### src/rtl/seg_scan_capture_pkg.sv
// Shared constants for the seven-segment scan capture block.
// GAME OVER message (digit 0 at index 0), blank pattern, FSM states.
package seg_pkg;

  localparam logic [6:0] BLANK = 7'b1111111;

  // Active-low gfedcba, digit 7 first in the literal.
  localparam logic [7:0][6:0] GAME_OVER_MSG = {
    7'b0000010, 7'b0001000, 7'b1001000, 7'b0000110,
    7'b1000000, 7'b1000001, 7'b0000110, 7'b0001000
  };

  typedef enum logic [1:0] {
    ST_SYNC,
    ST_COLLECT,
    ST_DONE
  } state_t;

endpackage

### src/rtl/seg_scan_capture_if.sv
// Scanned display bus plus capture-buffer read/status signals.
// master: display side / bench; slave: the capture monitor.
interface seg_scan_capture_if;
  logic       an0, an1, an2, an3;
  logic       an4, an5, an6, an7;
  logic [6:0] seg_in;
  logic [2:0] rd_idx;
  logic [6:0] rd_seg;
  logic       frame_done;
  logic       frame_err;
  logic       match;
  logic       synced;

  modport master (
    output an0, an1, an2, an3,
    output an4, an5, an6, an7,
    output seg_in, rd_idx,
    input  rd_seg, frame_done,
    input  frame_err, match, synced
  );

  modport slave (
    input  an0, an1, an2, an3,
    input  an4, an5, an6, an7,
    input  seg_in, rd_idx,
    output rd_seg, frame_done,
    output frame_err, match, synced
  );
endinterface

### src/rtl/seg_scan_capture_stable_detect.sv
// Anode decode and dwell-stability tracker for the scan monitor.
// Ports: i_an/i_seg sample in; o_commit/o_idx/o_pattern/o_illegal out.
module seg_stable_detect #(
  parameter int STABLE_CYCLES = 4
) (
  input  logic       i_clk,
  input  logic       i_rst,
  input  logic [7:0] i_an,
  input  logic [6:0] i_seg,
  output logic       o_commit,
  output logic [2:0] o_idx,
  output logic [6:0] o_pattern,
  output logic       o_illegal
);

  localparam int CW = $clog2(STABLE_CYCLES + 1);
  localparam logic [CW-1:0] CMAX = CW'(STABLE_CYCLES);

  logic [3:0]    w_lows;
  logic [2:0]    w_idx;
  logic          w_valid;
  logic          w_same;
  logic          r_valid;
  logic [2:0]    r_idx;
  logic [6:0]    r_seg;
  logic [CW-1:0] r_cnt;

  always_comb begin
    w_lows = '0;
    w_idx  = '0;
    for (int i = 0; i < 8; i++) begin
      if (!i_an[i]) begin
        w_lows = w_lows + 4'd1;
        w_idx  = 3'(i);
      end
    end
  end

  assign w_valid   = (w_lows == 4'd1);
  assign o_illegal = (w_lows > 4'd1);
  assign w_same    = ({w_valid, w_idx, i_seg}
                   == {r_valid, r_idx, r_seg});

  always_ff @(posedge i_clk or posedge i_rst) begin
    if (i_rst) begin
      r_valid <= 1'b0;
      r_idx   <= '0;
      r_seg   <= '0;
      r_cnt   <= '0;
    end else begin
      r_valid <= w_valid;
      r_idx   <= w_idx;
      r_seg   <= i_seg;
      if (!w_same)
        r_cnt <= CW'(1);
      else if (r_cnt != CMAX)
        r_cnt <= r_cnt + CW'(1);
    end
  end

  // Fires on the edge where the count reaches the threshold,
  // so the commit lands together with the saturating step.
  assign o_commit  = w_valid && w_same
                  && (r_cnt == CMAX - CW'(1));
  assign o_idx     = w_idx;
  assign o_pattern = i_seg;

endmodule

### src/rtl/seg_scan_capture.sv
// Rebuilds the 8-digit frame from the scanned seven-segment bus.
// Ports: clk, reset (async high), bus (slave modport of the scan bus).
module seg_scan_capture
  import seg_pkg::*;
#(
  parameter int STABLE_CYCLES  = 4,
  parameter int TIMEOUT_CYCLES = 1048576
) (
  input logic               clk,
  input logic               reset,
  seg_scan_capture_if.slave bus
);

  localparam int TW = $clog2(TIMEOUT_CYCLES + 1);
  localparam logic [TW-1:0] TMAX = TW'(TIMEOUT_CYCLES);

  logic [7:0]    w_an;
  logic          w_commit;
  logic [2:0]    w_idx;
  logic [6:0]    w_pattern;
  logic          w_illegal;
  logic          w_frame_ok;
  state_t        r_state;
  logic [2:0]    r_exp;
  logic [TW-1:0] r_tmo;
  logic          r_done;
  logic          r_err;
  logic          r_match;
  logic [6:0]    r_buf [8];

  assign w_an = {bus.an7, bus.an6, bus.an5, bus.an4,
                 bus.an3, bus.an2, bus.an1, bus.an0};

  seg_stable_detect #(
    .STABLE_CYCLES(STABLE_CYCLES)
  ) u_det (
    .i_clk    (clk),
    .i_rst    (reset),
    .i_an     (w_an),
    .i_seg    (bus.seg_in),
    .o_commit (w_commit),
    .o_idx    (w_idx),
    .o_pattern(w_pattern),
    .o_illegal(w_illegal)
  );

  // Digit 7 is still in flight when match is decided, so it is
  // taken from the live pattern instead of the buffer.
  always_comb begin
    w_frame_ok = (w_pattern == GAME_OVER_MSG[7]);
    for (int i = 0; i < 7; i++)
      if (r_buf[i] != GAME_OVER_MSG[i])
        w_frame_ok = 1'b0;
  end

  always_ff @(posedge clk or posedge reset) begin
    if (reset) begin
      r_state <= ST_SYNC;
      r_exp   <= '0;
      r_tmo   <= '0;
      r_done  <= 1'b0;
      r_err   <= 1'b0;
      r_match <= 1'b0;
      for (int i = 0; i < 8; i++)
        r_buf[i] <= BLANK;
    end else begin
      r_done <= 1'b0;
      r_err  <= 1'b0;
      if (w_commit)
        r_tmo <= '0;
      else if (r_tmo != TMAX)
        r_tmo <= r_tmo + TW'(1);

      if (w_illegal) begin
        r_state <= ST_SYNC;
        r_exp   <= '0;
        r_err   <= 1'b1;
        r_match <= 1'b0;
      end else begin
        unique case (r_state)
          ST_SYNC: begin
            if (w_commit && w_idx == 3'd0) begin
              r_buf[0] <= w_pattern;
              r_exp    <= 3'd1;
              r_state  <= ST_COLLECT;
            end
          end
          ST_COLLECT, ST_DONE: begin
            if (w_commit && w_idx == r_exp) begin
              r_buf[w_idx] <= w_pattern;
              r_exp        <= r_exp + 3'd1;
              if (w_idx == 3'd7) begin
                r_state <= ST_DONE;
                r_done  <= 1'b1;
                r_match <= w_frame_ok;
              end else begin
                r_state <= ST_COLLECT;
              end
            end else if (w_commit) begin
              r_err   <= 1'b1;
              r_state <= ST_SYNC;
              r_exp   <= '0;
              r_match <= 1'b0;
            end else if (r_state == ST_COLLECT
                      && r_tmo == TMAX) begin
              r_state <= ST_SYNC;
              r_exp   <= '0;
              r_match <= 1'b0;
            end else begin
              r_state <= ST_COLLECT;
            end
          end
          default: r_state <= ST_SYNC;
        endcase
      end
    end
  end

  assign bus.rd_seg     = r_buf[bus.rd_idx];
  assign bus.frame_done = r_done;
  assign bus.frame_err  = r_err;
  assign bus.match      = r_match;
  assign bus.synced     = (r_state != ST_SYNC);

endmodule

### src/flat_wrapper.sv
// flat-port wrapper written by rule: the top's interface ports become plain ports
module seg_scan_capture_flat import seg_pkg::*;
#(
  parameter int STABLE_CYCLES  = 4,
  parameter int TIMEOUT_CYCLES = 1048576
)
  (clk, reset, bus_an0, bus_an1, bus_an2, bus_an3, bus_an4, bus_an5, bus_an6, bus_an7, bus_seg_in, bus_rd_idx, bus_rd_seg, bus_frame_done, bus_frame_err, bus_match, bus_synced);
  seg_scan_capture_if bus_i ();
  input logic clk;
  input logic reset;
  input wire logic [$bits(bus_i.an0)-1:0] bus_an0;
  input wire logic [$bits(bus_i.an1)-1:0] bus_an1;
  input wire logic [$bits(bus_i.an2)-1:0] bus_an2;
  input wire logic [$bits(bus_i.an3)-1:0] bus_an3;
  input wire logic [$bits(bus_i.an4)-1:0] bus_an4;
  input wire logic [$bits(bus_i.an5)-1:0] bus_an5;
  input wire logic [$bits(bus_i.an6)-1:0] bus_an6;
  input wire logic [$bits(bus_i.an7)-1:0] bus_an7;
  input wire logic [$bits(bus_i.seg_in)-1:0] bus_seg_in;
  input wire logic [$bits(bus_i.rd_idx)-1:0] bus_rd_idx;
  output wire logic [$bits(bus_i.rd_seg)-1:0] bus_rd_seg;
  output wire logic [$bits(bus_i.frame_done)-1:0] bus_frame_done;
  output wire logic [$bits(bus_i.frame_err)-1:0] bus_frame_err;
  output wire logic [$bits(bus_i.match)-1:0] bus_match;
  output wire logic [$bits(bus_i.synced)-1:0] bus_synced;
  assign bus_i.an0 = bus_an0;
  assign bus_i.an1 = bus_an1;
  assign bus_i.an2 = bus_an2;
  assign bus_i.an3 = bus_an3;
  assign bus_i.an4 = bus_an4;
  assign bus_i.an5 = bus_an5;
  assign bus_i.an6 = bus_an6;
  assign bus_i.an7 = bus_an7;
  assign bus_i.seg_in = bus_seg_in;
  assign bus_i.rd_idx = bus_rd_idx;
  assign bus_rd_seg = bus_i.rd_seg;
  assign bus_frame_done = bus_i.frame_done;
  assign bus_frame_err = bus_i.frame_err;
  assign bus_match = bus_i.match;
  assign bus_synced = bus_i.synced;
  seg_scan_capture #(.STABLE_CYCLES(STABLE_CYCLES), .TIMEOUT_CYCLES(TIMEOUT_CYCLES)) u_core (.clk(clk), .reset(reset), .bus(bus_i));
endmodule
### config.mk
export PLATFORM = sky130hd
export DESIGN_NAME = seg_scan_capture_flat
export DESIGN_NICKNAME = d
export VERILOG_FILES = /design/src/rtl/seg_scan_capture_pkg.sv /design/src/rtl/seg_scan_capture_if.sv /design/src/rtl/seg_scan_capture_stable_detect.sv /design/src/rtl/seg_scan_capture.sv /design/src/flat_wrapper.sv
export SDC_FILE = /design/constraint.sdc
export NUM_CORES = 1
export LEC_CHECK = 0
export BUFFER_PORTS_ARGS = -buffer_cell sky130_fd_sc_hd__buf_2
export CAP_MARGIN = 20
export CORE_ASPECT_RATIO = 0.7
export CORE_MARGIN = 1.5
export CORE_UTILIZATION = 60
export CTS_CLUSTER_DIAMETER = 100
export DETAILED_ROUTE_END_ITERATION = 10
export GPL_TIMING_DRIVEN = 0
export PLACE_DENSITY = 0.86
export SYNTH_ARGS = -nofsm -noshare
export SYNTH_HDL_FRONTEND = slang
export SYNTH_HIERARCHICAL = 1
export SYNTH_SLANG_ARGS = --single-unit
### constraint.sdc
create_clock -name clk -period 8.8 [get_ports clk]
set_clock_uncertainty 0.2 [all_clocks]
set_input_delay 1.76 -clock clk [delete_from_list [all_inputs] [get_ports clk]]
set_output_delay 1.76 -clock clk [all_outputs]
set_load 0.01 [all_outputs]
# Yosys cells after proc, flatten, opt, wreduce, memory -nomap -nowiden
# Cells that the tools add are included.
[op_classes] bitwise_logic=3 eq_ne=24 n_addsub=10 reduce_logical=19 muxes=62 magnitude_cmp=4
[op_table] cell="$bwmux 56" n=1
[op_table] cell="$mux 56" n=1
[op_table] cell="$mux 21" n=2
[op_table] cell="$mux 3" n=13
[op_table] cell="$add 4x1->4 const B" n=7
[op_table] cell="$mux 4" n=7
[op_table] cell="$mux 7" n=4
[op_table] cell="$mux 1" n=25
[op_table] cell="$add 21x1->21 const B" n=1
[op_table] cell="$bmux 7 s3" n=1
[op_table] cell="$demux 7 s3" n=1
[op_table] cell="$eq 21x21->1 const B" n=1
[op_table] cell="$ne 21x21->1 const B" n=1
[op_table] cell="$ne 7x7->1 const B" n=3
[op_table] cell="$ne 7x3->1 const B" n=2
[op_table] cell="$ne 7x4->1 const B" n=2
[op_table] cell="$pmux 7 s2" n=1
[op_table] cell="$eq 11x11->1" n=1
[op_table] cell="$reduce_and 3->1" n=3
[op_table] cell="$ge 4x4->1 const B" n=2
[op_table] cell="$mux 2" n=4
[op_table] cell="$not 3->4" n=2
[op_table] cell="$reduce_bool 2->1" n=4
[op_table] cell="$eq 7x2->1 const B" n=1
[op_table] cell="23 further kinds" n=32
[word_totals] output_inout_bits=11 reg_bits=99 input_bits=20 elab_cells=140

# Longest topological paths before layout
# Gate-level depths: netlist of the first run.
[depth] word_depth=23 ltp_mapped=26 ltp_nobuf=25

# Cells and area by module
# The synthesis of the first run kept the hierarchy.
[by_module_without_submodules] mod="seg_scan_capture" seq_area_each_um2=2197.1 area_each_um2=4336.7 instances=1 cells_per_inst=342
[by_module_without_submodules] mod="seg_stable_detect" seq_area_each_um2=350.3 area_each_um2=1342.5 instances=1 cells_per_inst=143

# Worst setup path before layout of the first run
# No wires, ideal clock.
[synth_timing] path_type="input -> register" from="input bus_an0" to="register u_core/r_buf[0] in the netlist's numbering" n_path_buf=2 slack_ps=1970 t_arrival_ps=6547 setup_ps=82 stages=26 cell_sequence="inv_1 > ha_1 > buf_4 > xnor2_4 > ha_1 > mux2i_1 > xnor2_1 > a211oi_2 > o221a_2 > ha_1 > xor2_1 > nand2_1 > o221ai_1 > inv_1 > ha_1 > nand2b_1 > nand2_1 > nor3_1 > a211oi_1 > or2_2 > nor4_1 > clkbuf_1 > nand2_1 > or2_1 > nor3_4 > mux2_2"
[synth_between] elab_cells_between_ends=23 cone_classes="add/sub: 7; order compare: 1; eq/ne: 2; mux: 8; bitwise: 1; reduce/logical: 4"
[synth_lines] element="start, declared" line="flat_wrapper.sv:11" source="input wire logic [$bits(bus_i.an0)-1:0] bus_an0;"
[synth_lines] element="$mux 1 *" line="seg_scan_capture_stable_detect.sv:32" source="if (!i_an[i]) begin"
[synth_lines] element="$add 4x1->4" line="seg_scan_capture_stable_detect.sv:33" source="w_lows = w_lows + 4'd1;"
[synth_lines] element="$mux 4 *" line="seg_scan_capture_stable_detect.sv:32"
[synth_lines] element="$add 4x1->4" line="seg_scan_capture_stable_detect.sv:33"
[synth_lines] element="$mux 4 *" line="seg_scan_capture_stable_detect.sv:32"
[synth_lines] element="$add 4x1->4" line="seg_scan_capture_stable_detect.sv:33"
[synth_lines] element="$mux 4 *" line="seg_scan_capture_stable_detect.sv:32"
[synth_lines] element="$add 4x1->4" line="seg_scan_capture_stable_detect.sv:33"
[synth_lines] element="[... 3 more ...]"
[synth_lines] element="$add 4x1->4" line="seg_scan_capture_stable_detect.sv:33"
[synth_lines] element="$mux 4 *" line="seg_scan_capture_stable_detect.sv:32"
[synth_lines] element="$add 4x1->4" line="seg_scan_capture_stable_detect.sv:33"
[synth_lines] element="$mux 4 *" line="seg_scan_capture_stable_detect.sv:32"
[synth_lines] element="$gt 4x1->1 *" line="seg_scan_capture_stable_detect.sv:40" source="assign o_illegal = (w_lows > 4'd1);"
[synth_lines] element="net u_core.w_illegal" line="seg_scan_capture.sv:21" source="logic w_illegal;"
[synth_lines] element="$not 1->1 (no line) *"
[synth_lines] element="$reduce_and 3->1 (no line) *"
[synth_lines] element="end signal, assigned by index" line="seg_scan_capture.sv:90" source="r_buf[w_idx] <= w_pattern;"
[synth_lines] element="end, declared" line="seg_scan_capture.sv:29" source="logic [6:0] r_buf [8];"
# The timed path passes the listed nets; every way through them passes the cells marked *.
# A chain may end at the register's enable or synchronous reset.

# Worst setup path in the final report of the first run
[layout_timing] from="input bus_an1" to="register u_core/r_buf[18] in the netlist's numbering"
[layout_between] elab_cells_between_ends=36 cone_classes="add/sub: 6; order compare: 3; eq/ne: 3; mux: 17; bitwise: 2; reduce/logical: 5"
[layout_lines] element="start, declared" line="flat_wrapper.sv:12" source="input wire logic [$bits(bus_i.an1)-1:0] bus_an1;"
[layout_lines] element="$mux 4 *" line="seg_scan_capture_stable_detect.sv:32"
[layout_lines] element="$add 4x1->4" line="seg_scan_capture_stable_detect.sv:33"
[layout_lines] element="$mux 4 *" line="seg_scan_capture_stable_detect.sv:32"
[layout_lines] element="$add 4x1->4" line="seg_scan_capture_stable_detect.sv:33"
[layout_lines] element="$mux 4 *" line="seg_scan_capture_stable_detect.sv:32"
[layout_lines] element="$add 4x1->4" line="seg_scan_capture_stable_detect.sv:33"
[layout_lines] element="$mux 4 *" line="seg_scan_capture_stable_detect.sv:32"
[layout_lines] element="$add 4x1->4" line="seg_scan_capture_stable_detect.sv:33"
[layout_lines] element="$mux 4 *" line="seg_scan_capture_stable_detect.sv:32"
[layout_lines] element="$add 4x1->4" line="seg_scan_capture_stable_detect.sv:33"
[layout_lines] element="$mux 4 *" line="seg_scan_capture_stable_detect.sv:32"
[layout_lines] element="$add 4x1->4" line="seg_scan_capture_stable_detect.sv:33"
[layout_lines] element="$mux 4 *" line="seg_scan_capture_stable_detect.sv:32"
[layout_lines] element="$gt 4x1->1 *" line="seg_scan_capture_stable_detect.sv:40"
[layout_lines] element="net u_core.w_illegal" line="seg_scan_capture.sv:21"
[layout_lines] element="$not 1->1 (no line) *"
[layout_lines] element="$reduce_and 3->1 (no line) *"
# Marked as above.

==> results of run 1 <==
[final timing paths]
kind	slack, ns	end	from	depth (start not counted)
worst max-delay path	1.07	u_core/r_buf[18]$_DFFE_PP1P_	bus_an1	27
worst min-delay path	0.30	u_core/bus.match$_DFFE_PP0P_	u_core/bus.match$_DFFE_PP0P_	1
worst max register to register	5.08	u_core/r_buf[18]$_DFFE_PP1P_	u_core/u_det/r_seg[4]$_DFF_PP0_	10
worst min register to register	0.30	u_core/bus.match$_DFFE_PP0P_	u_core/bus.match$_DFFE_PP0P_	1
max in group asynchronous	6.61	u_core/r_buf[15]$_DFFE_PP1P_	reset	3
min in group asynchronous	1.27	u_core/u_det/r_seg[3]$_DFF_PP0_	reset	2
[synthesized netlist by cell type (3+ instances only)]
master,n
xnor2_1,24
xor2_1,21
a21boi_0,3
or4_1,4
o22ai_1,3
inv_1,19
nor4b_1,4
nand4_1,14
nor3_1,7
nor2b_1,7
mux4_2,13
nor2_1,30
nor4bb_1,3
mux2i_1,3
nand2_1,23
buf_4,8
and4_1,3
clkbuf_1,10
o21ai_0,7
ha_1,17
dfrtp_1,43
buf_6,3
nand3_1,19
a31oi_1,3
and2_1,3
mux2_2,62
a21oi_1,7
nor4_1,14
dfstp_2,56
nand2b_1,8
[logic make-up (layout without fill, tap and decap cells)]
| kind of cell | Yosys count | after routing | share of synthesized area |
|---|---|---|---|
| compound gates | 42 | 42 | 0.0542 |
| buf+inv | 42 | 86 | 0.0372 |
| flops | 99 | 99 | 0.449 |
| simple gates | 157 | 157 | 0.155 |
| fa+ha+maj | 17 | 17 | 0.0375 |
| xor+xnor | 47 | 47 | 0.0791 |
| mux | 81 | 81 | 0.188 |
[cell usage in the layout (no fill, tap or decap), types with 4 or more instances in the layout]
master,instances
or4_1,4
buf_2,28
buf_4,8
nand2b_1,8
clkbuf_1,11
a21oi_1,7
nor2b_1,7
nand2_1,23
clkbuf_16,10
ha_1,17
nor4_1,14
nor2_1,30
o21ai_0,7
mux2_2,62
mux4_2,13
nand3_1,19
dfstp_2,56
dfrtp_1,43
nand4_1,14
xor2_1,21
nor3_1,7
xnor2_1,24
inv_1,18
nor4b_1,4
[metrics by stage]
stage          hold slack, ns  std cells
6_report                0.298        653
2_1_floorplan           0.296        485
5_1_grt                 0.324        653
3_5_place_dp            0.295        637
3_3_place_gp            0.299        636
4_1_cts                 0.309        653
[layout make-up]
class | instances | share of cell area
Multi-Input combinational cell | 344 | 0.464
Sequential cell | 99 | 0.405
Clock buffer | 12 | 0.0425
Timing Repair Buffer | 28 | 0.0258
Tap cell | 124 | 0.0246
Buffer | 23 | 0.0223
Inverter | 19 | 0.0117
Clock inverter | 4 | 0.00457
[per-layer routing]
metal | GRT usage | vias to the layer above
li1 | - | 1837
met1 | 0.359 | 2063
met2 | 0.407 | 151
met3 | 0.0713 | 27
met4 | 0.0887 | 0
met5 | 0 | -
[state kept, by name, summed over array words and instances, names as in the netlist]
register / flops
u_core/bus.frame_done: 1
u_core/bus.frame_err: 1
u_core/bus.match: 1
u_core/r_buf: 56
u_core/r_exp: 3
u_core/r_state: 2
u_core/r_tmo: 21
u_core/u_det/r_cnt: 3
u_core/u_det/r_idx: 3
u_core/u_det/r_seg: 7
u_core/u_det/r_valid: 1
[where the power goes]
group / internal [W] / switching, W / leakage [nW]
clock: 0.000218 / 0.000170 / 0.149
sequential: 0.000471 / 0.0000145 / 1.13
combinational: 0.0000713 / 0.000105 / 1.43
total: 0.000760 / 0.000289 / 2.71
==> impl_metrics.yaml, run 1 <==
clock_network:
  cts_buffer_depth: 2
  clkTransAtPathRegs_ns: 0.07
  cts_hold_repair.buffers: 0
  clock-root-buffer: "clkbuf_16"
  cts-resized-gates: 0
  h-tree-depth: 3
  cts_sinks: 99
  insertion_delay_ns: 0.35
  post_cts_buffers: 0
  cts_buffers: 9
  cts_tree: "yes"
detailed_routing:
  wire_per_inst_um: 18.9
  wl_met2_um: 5750
  drtIter0Drc: 380
  drcViolationCount: 0
  ant_nets: 0
  wl_met3_um: 732
  vias: 4078
  drtPass1Iterations: 5
  wl_met1_um: 5590
  drt_wl_total_um: 12300
  viasPerCell: 6.25
  dr.max_layer_used: "met4"
yosys:
  yosys_warnings: 6
  synth_edf_count: 0
  synthCells: 485
  synth_fp_nets: 522
  async_reset_ff_frac: 1.00
  synth_top_area_share: 0.259
  postSynthAreaPerCell_um2: 11.7
  yosysSeqAreaShare: 0.449
  syn_area_um2: 5680
  synth_top_flop_cell: "dfstp_2"
  synth_seq_cells: 99
  synth_area_leaders: "dfstp_2 26%, dfrtp_1 19%, mux2_2 12%"
  yosysTopAreaCell: "dfstp_2"
  synth.distinct_cells: 66
placed_design:
  numPortBuffers: 27
  detailed_place_hpwl_um: 8700
  gp_congestion: 0.868
  pre_cts_ws_ns: 0.906
  place_area_um2: 6000
layout:
  multi_input_area_um2: 2920
  layout-drive-gt1-share: 0.380
  final_area_um2: 6300
  area_growth_pct: 10.9
  ff_latch_area_um2: 2550
  layout.nets: 561
  fillCellCount: 621
  postLayoutCoreUtil: 0.689
  num_antenna_cells: 0
sta:
  period_share: 0.879
  rsz0062_at_grt: "no"
  fmaxAchievable_mhz: 129
  maxSlewHeadroom: 0.447
  finalSetupViolations: 0
  tightest_slew_ns: 0.824
  fin_tns_setup_ns: 0
  maxSlewViolCount: 0
  finalWorstPathRequiredPeriod_ns: 7.73
  hold_violations: 0
  setup_slack_ns: 1.07
flow_run:
  max_cap_viol_count: 0
worst_setup_path:
  cp_slowest_cell: "nand4_1"
  cp-start-kind: "input pin"
  slowest_delay_ns: 0.52
  crit_top_cell: "ha_1"
  cp_top_family: "simple AND/OR/NAND/NOR gates"
  required_ns: 8.88
  critPathKind: "input pin to flip-flop"
  crit_path_max_fanout: 9
  crit_buf_inv: 5
  end_kind: "flip-flop"
  worst_ep_arrival_time_ns: 7.81
floorplanning:
  rows: 29
  coreArea_um2: 9140
  die_w_um: 119
  die_height_um: 84.4
  dieArea_um2: 10100
  start_util: 0.621
  io_pins: 31
hold_path:
  hold_class: "flip-flop to flip-flop"
power_and_ir_drop:
  power.density_nw_per_um2: 167
  p_leak_nw: 2.71
  vdd_drop_max_mv: 0.141
  p_total_w: 0.00105
global_routing:
  grt_max_degree: 70
  grt_usage: 0.262
  antenna_found_initial: 0
  grt_overflow: 0
  grt_pass1_wl_um: 20500
  grt_pass1_vias: 4123
status:
  outcome: "finished, final reports clean"
Note: power is estimated with default switching activity, not from simulation.
==> run 2, diff against run 1 <==
- ABC_AREA: unset -> 1
- PLACE_DENSITY: 0.86 -> 0.76
==> run 2 against run 1 <==
Combinational power is 3% higher. Clock power hardly changed. Final area grew 7.3%. Largest cell class unchanged. Largest power group unchanged.
==> impl_metrics.yaml, run 2 <==
layout:
  layout.nets: 866
  num_antenna_cells: 0
  layout_commonest_cell: "nand2_1"
  postLayoutCoreUtil: 0.687
  top_register: "u_core/r_buf"
  most-common-layout-cells: "175 x nand2_1, 94 x nor2_1, 87 x inv_1"
  area_growth_pct: 10.1
  layout-drive-gt1-share: 0.206
  largest_reg_flops: 56
  reg_top3: "u_core/r_buf (56), u_core/r_tmo (21), u_core/u_det/r_seg (7)"
  fillCellCount: 802
yosys:
  synth_common_cells: "175 x nand2_1, 94 x nor2_1, 88 x inv_1"
  synth.distinct_cells: 43
  yosysSeqAreaShare: 0.415
  postSynthAreaPerCell_um2: 7.77
  yosysTopAreaCell: "dfstp_2"
  synthCells: 790
  synth_top_family_by_area: "simple AND/OR/NAND/NOR gates"
  synthMuxAreaShare: 0
  synth_compound_area_frac: 0.127
  synth_top_area_share: 0.240
  syn_area_um2: 6140
  synth_fa_ha_area_frac: 0.0347
  synth_area_leaders: "dfstp_2 24%, dfrtp_1 18%, nand2_1 11%"
  synth_top_flop_cell: "dfstp_2"
  synth_xor_area_frac: 0.0296
  async_reset_ff_frac: 1.00
  synth_edf_count: 0
  yosys_warnings: 6
  synth_seq_cells: 99
  synth_simple_gate_area_frac: 0.302
  yosysMostFrequentCell: "nand2_1"
  synth_fp_nets: 827
floorplanning:
  start_util: 0.624
  die_height_um: 87.6
  dieArea_um2: 10900
  io_pins: 31
  die_w_um: 124
  rows: 30
  coreArea_um2: 9830
placed_design:
  numPortBuffers: 27
  gp_congestion: 0.910
  detailed_place_hpwl_um: 11000
global_routing:
  grt_overflow: 0
  grt_pass1_wl_um: 24200
  antenna_found_initial: 0
  grt_pass1_vias: 4981
  grt_usage: 0.285
  grt_max_degree: 74
worst_setup_path:
  slowest_delay_ns: 0.36
  worst_ep_arrival_time_ns: 6.99
  crit_buf_inv: 8
  cp-start-kind: "input pin"
  cp_slowest_cell: "ha_1"
  cp_top_family: "simple AND/OR/NAND/NOR gates"
  critPathKind: "input pin to flip-flop"
  crit_path_max_fanout: 10
  required_ns: 8.86
  crit_top_cell: "inv_1"
  end_kind: "flip-flop"
sta:
  rsz0062_at_grt: "no"
  period_share: 0.788
  tightest_slew_ns: 0.511
  maxSlewHeadroom: 0.659
  fmaxAchievable_mhz: 144
  finalWorstPathRequiredPeriod_ns: 6.93
  finalSetupViolations: 0
  maxSlewViolCount: 0
  fin_tns_setup_ns: 0
  hold_violations: 0
detailed_routing:
  drtPass1Iterations: 5
  wire_per_inst_um: 15.2
  drcViolationCount: 0
  drt_wl_total_um: 14600
  drtIter0Drc: 537
  viasPerCell: 5.59
  ant_nets: 0
  vias: 5381
clock_network:
  cts-resized-gates: 0
  h-tree-depth: 3
  insertion_delay_ns: 0.35
  clock-root-buffer: "clkbuf_16"
  cts_tree: "yes"
  post_cts_buffers: 0
  cts_buffer_depth: 2
  cts_sinks: 99
  cts_buffers: 9
  clkTransAtPathRegs_ns: 0.07
  cts_hold_repair.buffers: 0
power_and_ir_drop:
  vdd_drop_max_mv: 0.0972
  power.density_nw_per_um2: 157
  p_leak_nw: 3.04
  p_total_w: 0.00106
flow_run:
  max_cap_viol_count: 0
status:
  outcome: "finished, final reports clean"
hold_path:
  hold_class: "flip-flop to flip-flop"
-- run 2: cell types whose count changed after synthesis, moves of 12 or more --
cell     previous run  this run
xor2_1             21         9
xnor2_1            24         8
o21ai_1             0        21
o21ai_0             7        60
nor4_1             14         2
nand2_2             0        12
inv_1              19        88
nor2_1             30        94
mux2_2             62         0
nand3_1            19        49
mux4_2             13         0
a21oi_1             7        20
nand2_1            23       175
-- run 2: kinds of logic (layout without fill, tap and decap cells) --
family,count (synthesis),after routing
adder cells (fa/ha/maj),17,17
buffers and inverters,123,167
flip-flops,99,99
AO/OA/AOI/OAI,137,137
AND/OR/NAND/NOR,395,395
XOR/XNOR,19,19
-- run 2: metrics by stage --
step	hold slack, ns	setup WS (ns)	cells	instance area (um^2)
2_1_floorplan	0.250	2.47	790	6140
3_3_place_gp	0.259	1.87	945	6430
3_5_place_dp	0.264	1.63	946	6460
4_1_cts	0.275	1.97	962	6760
5_1_grt	0.297	1.52	962	6760
6_report	0.275	1.87	962	6760
-- run 2: cell type report --
| cell class | instances | area, um^2 | share of cell area |
|---|---|---|---|
| Multi-Input combinational cell | 568 | 3030 | 0.449 |
| Tap cell | 128 | 160 | 0.0237 |
| Sequential cell | 99 | 2550 | 0.377 |
| Clock inverter | 6 | 55.1 | 0.00815 |
| Timing Repair Buffer | 28 | 163 | 0.0241 |
| Buffer | 29 | 203 | 0.0300 |
| Inverter | 94 | 358 | 0.0530 |
| Clock buffer | 10 | 239 | 0.0354 |
-- run 2: where the power goes --
part	switching [W]	internal [W]	leakage [nW]
Clock	0.000183	0.000206	0.146
Combinational	0.000120	0.0000620	1.79
Sequential	0.0000137	0.000480	1.10
Total	0.000317	0.000748	3.04
-- run 2: path summary, 6_finish.rpt --
path                                                      start                              end  cells past startpoint  slack, ns
worst max-delay path                                    bus_an1      u_core/r_buf[1]$_DFFE_PP1P_                     32       1.87
worst min-delay path               u_core/r_buf[27]$_DFFE_PP1P_     u_core/r_buf[27]$_DFFE_PP1P_                      2       0.27
worst max register to register  u_core/u_det/r_seg[3]$_DFF_PP0_      u_core/r_buf[1]$_DFFE_PP1P_                     14       5.40
worst min register to register     u_core/r_buf[27]$_DFFE_PP1P_     u_core/r_buf[27]$_DFFE_PP1P_                      2       0.27
max in group asynchronous                                 reset     u_core/r_buf[32]$_DFFE_PP1P_                      3       6.63
min in group asynchronous                                 reset  u_core/bus.frame_done$_DFF_PP0_                      2       1.13
-- run 2: worst min-delay path, cell delays in order, from the launching register on --
cell and delay, ns:
dfstp_2 0.37, nand2_1 0.05, o21ai_1 0.05
-- run 2: metal layers --
metal | global-route usage | wire length [um]
met5 | 0 | 0
met3 | 0.0625 | 1160
met1 | 0.433 | 7130
met2 | 0.426 | 6270
met4 | 0.0465 | 74
==> run 3, diff against run 2 <==
- clock period: 8.8 -> 6.7 ns (I/O delays scaled with it)
==> run 3 against run 2 <==
Wire length about the same. Via count about the same. First-iteration DRC count down 6.9%. Sequential power up 31%. Non-clock buffer count up 1. Flip-flop and latch count unchanged. Sequential share of layout area about the same. Critical endpoint unchanged. Highest routed layer unchanged.
==> impl_metrics.yaml, run 3 (synthesis gave the netlist of run 2 again) <==
worst_setup_path:
  crit_path_max_fanout: 10
  cp_slowest_cell: "ha_1"
  slowest_delay_ns: 0.36
  end_kind: "flip-flop"
  cp-start-kind: "input pin"
  worst_ep_arrival_time_ns: 6.41
  required_ns: 6.76
  critPathKind: "input pin to flip-flop"
clock_network:
  clock-root-buffer: "clkbuf_16"
  cts_buffers: 9
  cts_tree: "yes"
  cts_sinks: 99
  cts_hold_repair.buffers: 0
  clkTransAtPathRegs_ns: 0.07
  h-tree-depth: 3
  cts_buffer_depth: 2
  insertion_delay_ns: 0.35
global_routing:
  grt_pass1_vias: 4981
  grt_usage: 0.285
  grt_overflow: 0
  antenna_found_initial: 0
  grt_max_degree: 74
  grt_pass1_wl_um: 24200
detailed_routing:
  drt_wl_total_um: 14600
  wire_per_inst_um: 15.2
  vias: 5384
  drtIter0Drc: 500
  ant_nets: 0
  drtPass1Iterations: 5
  drcViolationCount: 0
  viasPerCell: 5.59
sta:
  finalWorstPathRequiredPeriod_ns: 6.35
  hold_violations: 0
  setup_slack_ns: 0.349
  maxSlewViolCount: 0
  fmaxAchievable_mhz: 157
  finalSetupViolations: 0
  maxSlewHeadroom: 0.656
  rsz0062_at_grt: "no"
  period_share: 0.948
  tightest_slew_ns: 0.515
power_and_ir_drop:
  vdd_drop_max_mv: 0.127
  sw_frac_of_total: 0.297
  pwr-share-seq: 0.464
  clkPwrFrac: 0.366
  p_total_w: 0.00140
  power.density_nw_per_um2: 206
  p_int_w: 0.000982
  p_sw_w: 0.000415
  p_leak_nw: 3.04
  combPwrFrac: 0.170
layout:
  largest_reg_flops: 56
  multi_input_area_um2: 3030
  layout-drive-gt1-share: 0.208
  top_register: "u_core/r_buf"
  layout.nets: 867
  fillCellCount: 801
  ff_latch_area_um2: 2550
  layout_commonest_cell: "nand2_1"
  area_growth_pct: 10.2
  num_antenna_cells: 0
  reg_top3: "u_core/r_buf (56), u_core/r_tmo (21), u_core/u_det/r_seg (7)"
  most-common-layout-cells: "175 x nand2_1, 94 x nor2_1, 86 x inv_1"
floorplanning:
  coreArea_um2: 9830
  die_height_um: 87.6
  dieArea_um2: 10900
  io_pins: 31
  die_w_um: 124
  rows: 30
  start_util: 0.624
placed_design:
  numPortBuffers: 27
  pre_cts_ws_ns: -0.0510
  gp_congestion: 0.910
  detailed_place_hpwl_um: 11000
flow_run:
  max_cap_viol_count: 0
status:
  outcome: "finished, final reports clean"
hold_path:
  hold_class: "flip-flop to flip-flop"
[run 3: changes by cell type in the layout (fill, tap and decap cells not counted), sizes merged]
cell,delta
buf,+1
[run 3: routing by layer]
layer / global-route usage / wire [um]
met1: 0.433 / 7250
met3: 0.0625 / 1090
met5: 0 / 0
met2: 0.426 / 6190
met4: 0.0465 / 90
[run 3: worst paths after layout]
check                                                   to  cells after the start  slack [ns]                             from
hold / removal                u_core/r_buf[30]$_DFFE_PP1P_                      2        0.27     u_core/r_buf[30]$_DFFE_PP1P_
min in group asynchronous  u_core/bus.frame_done$_DFF_PP0_                      2        0.71                            reset
setup reg to reg               u_core/r_buf[1]$_DFFE_PP1P_                     14        3.46  u_core/u_det/r_seg[3]$_DFF_PP0_
max in group asynchronous     u_core/r_buf[32]$_DFFE_PP1P_                      3        4.95                            reset
setup / recovery               u_core/r_buf[1]$_DFFE_PP1P_                     32        0.35                          bus_an1
hold reg to reg               u_core/r_buf[30]$_DFFE_PP1P_                      2        0.27     u_core/r_buf[30]$_DFFE_PP1P_
[run 3: final cells by class]
| cell class | instances | share of cell area |
|---|---|---|
| sequential | 99 | 0.377 |
| clock inverter | 6 | 0.00814 |
| inverter | 94 | 0.0529 |
| multi-input combinational | 568 | 0.448 |
| tap | 128 | 0.0237 |
| clock buffer | 10 | 0.0353 |
| timing repair buffer | 29 | 0.0252 |
| buffer | 29 | 0.0300 |
[run 3: power groups by stage]
stage          registers [W]  clock network, W  logic (W)
2_1_floorplan       0.000655                 0   0.000173
3_3_place_gp        0.000657                 0   0.000224
3_5_place_dp        0.000657                 0   0.000235
4_1_cts             0.000647          0.000524   0.000236
5_1_grt             0.000651          0.000544   0.000268
6_report            0.000648          0.000511   0.000238
[run 3: timing repair]
item | in CTS | in global routing
buffers inserted | 0 | 1
endpoints found under the setup margin | 0 | 56
resized for setup | 0 | 1
[run 3: critical path, delay by kind of cell]
family	cells	cell delay (ns)
buffers and inverters	8	0.80
adders and majority gates	4	1.15
xor gates and xnor gates	1	0.25
and+or+nand+nor	16	2.42
AOI/OAI and AO/OA	3	0.42
[run 3: metrics by stage]
stage / utilization / area [um^2] / hold slack, ns / TNS (ns) / std cells
5_1_grt: 0.688 / 6770 / 0.297 / 0 / 963
3_3_place_gp: 0.654 / 6430 / 0.259 / 0 / 945
3_5_place_dp: 0.657 / 6460 / 0.264 / -0.245 / 946
6_report: 0.688 / 6770 / 0.274 / 0 / 963
2_1_floorplan: - / 6140 / 0.250 / 0 / 790
4_1_cts: 0.687 / 6760 / 0.275 / 0 / 962
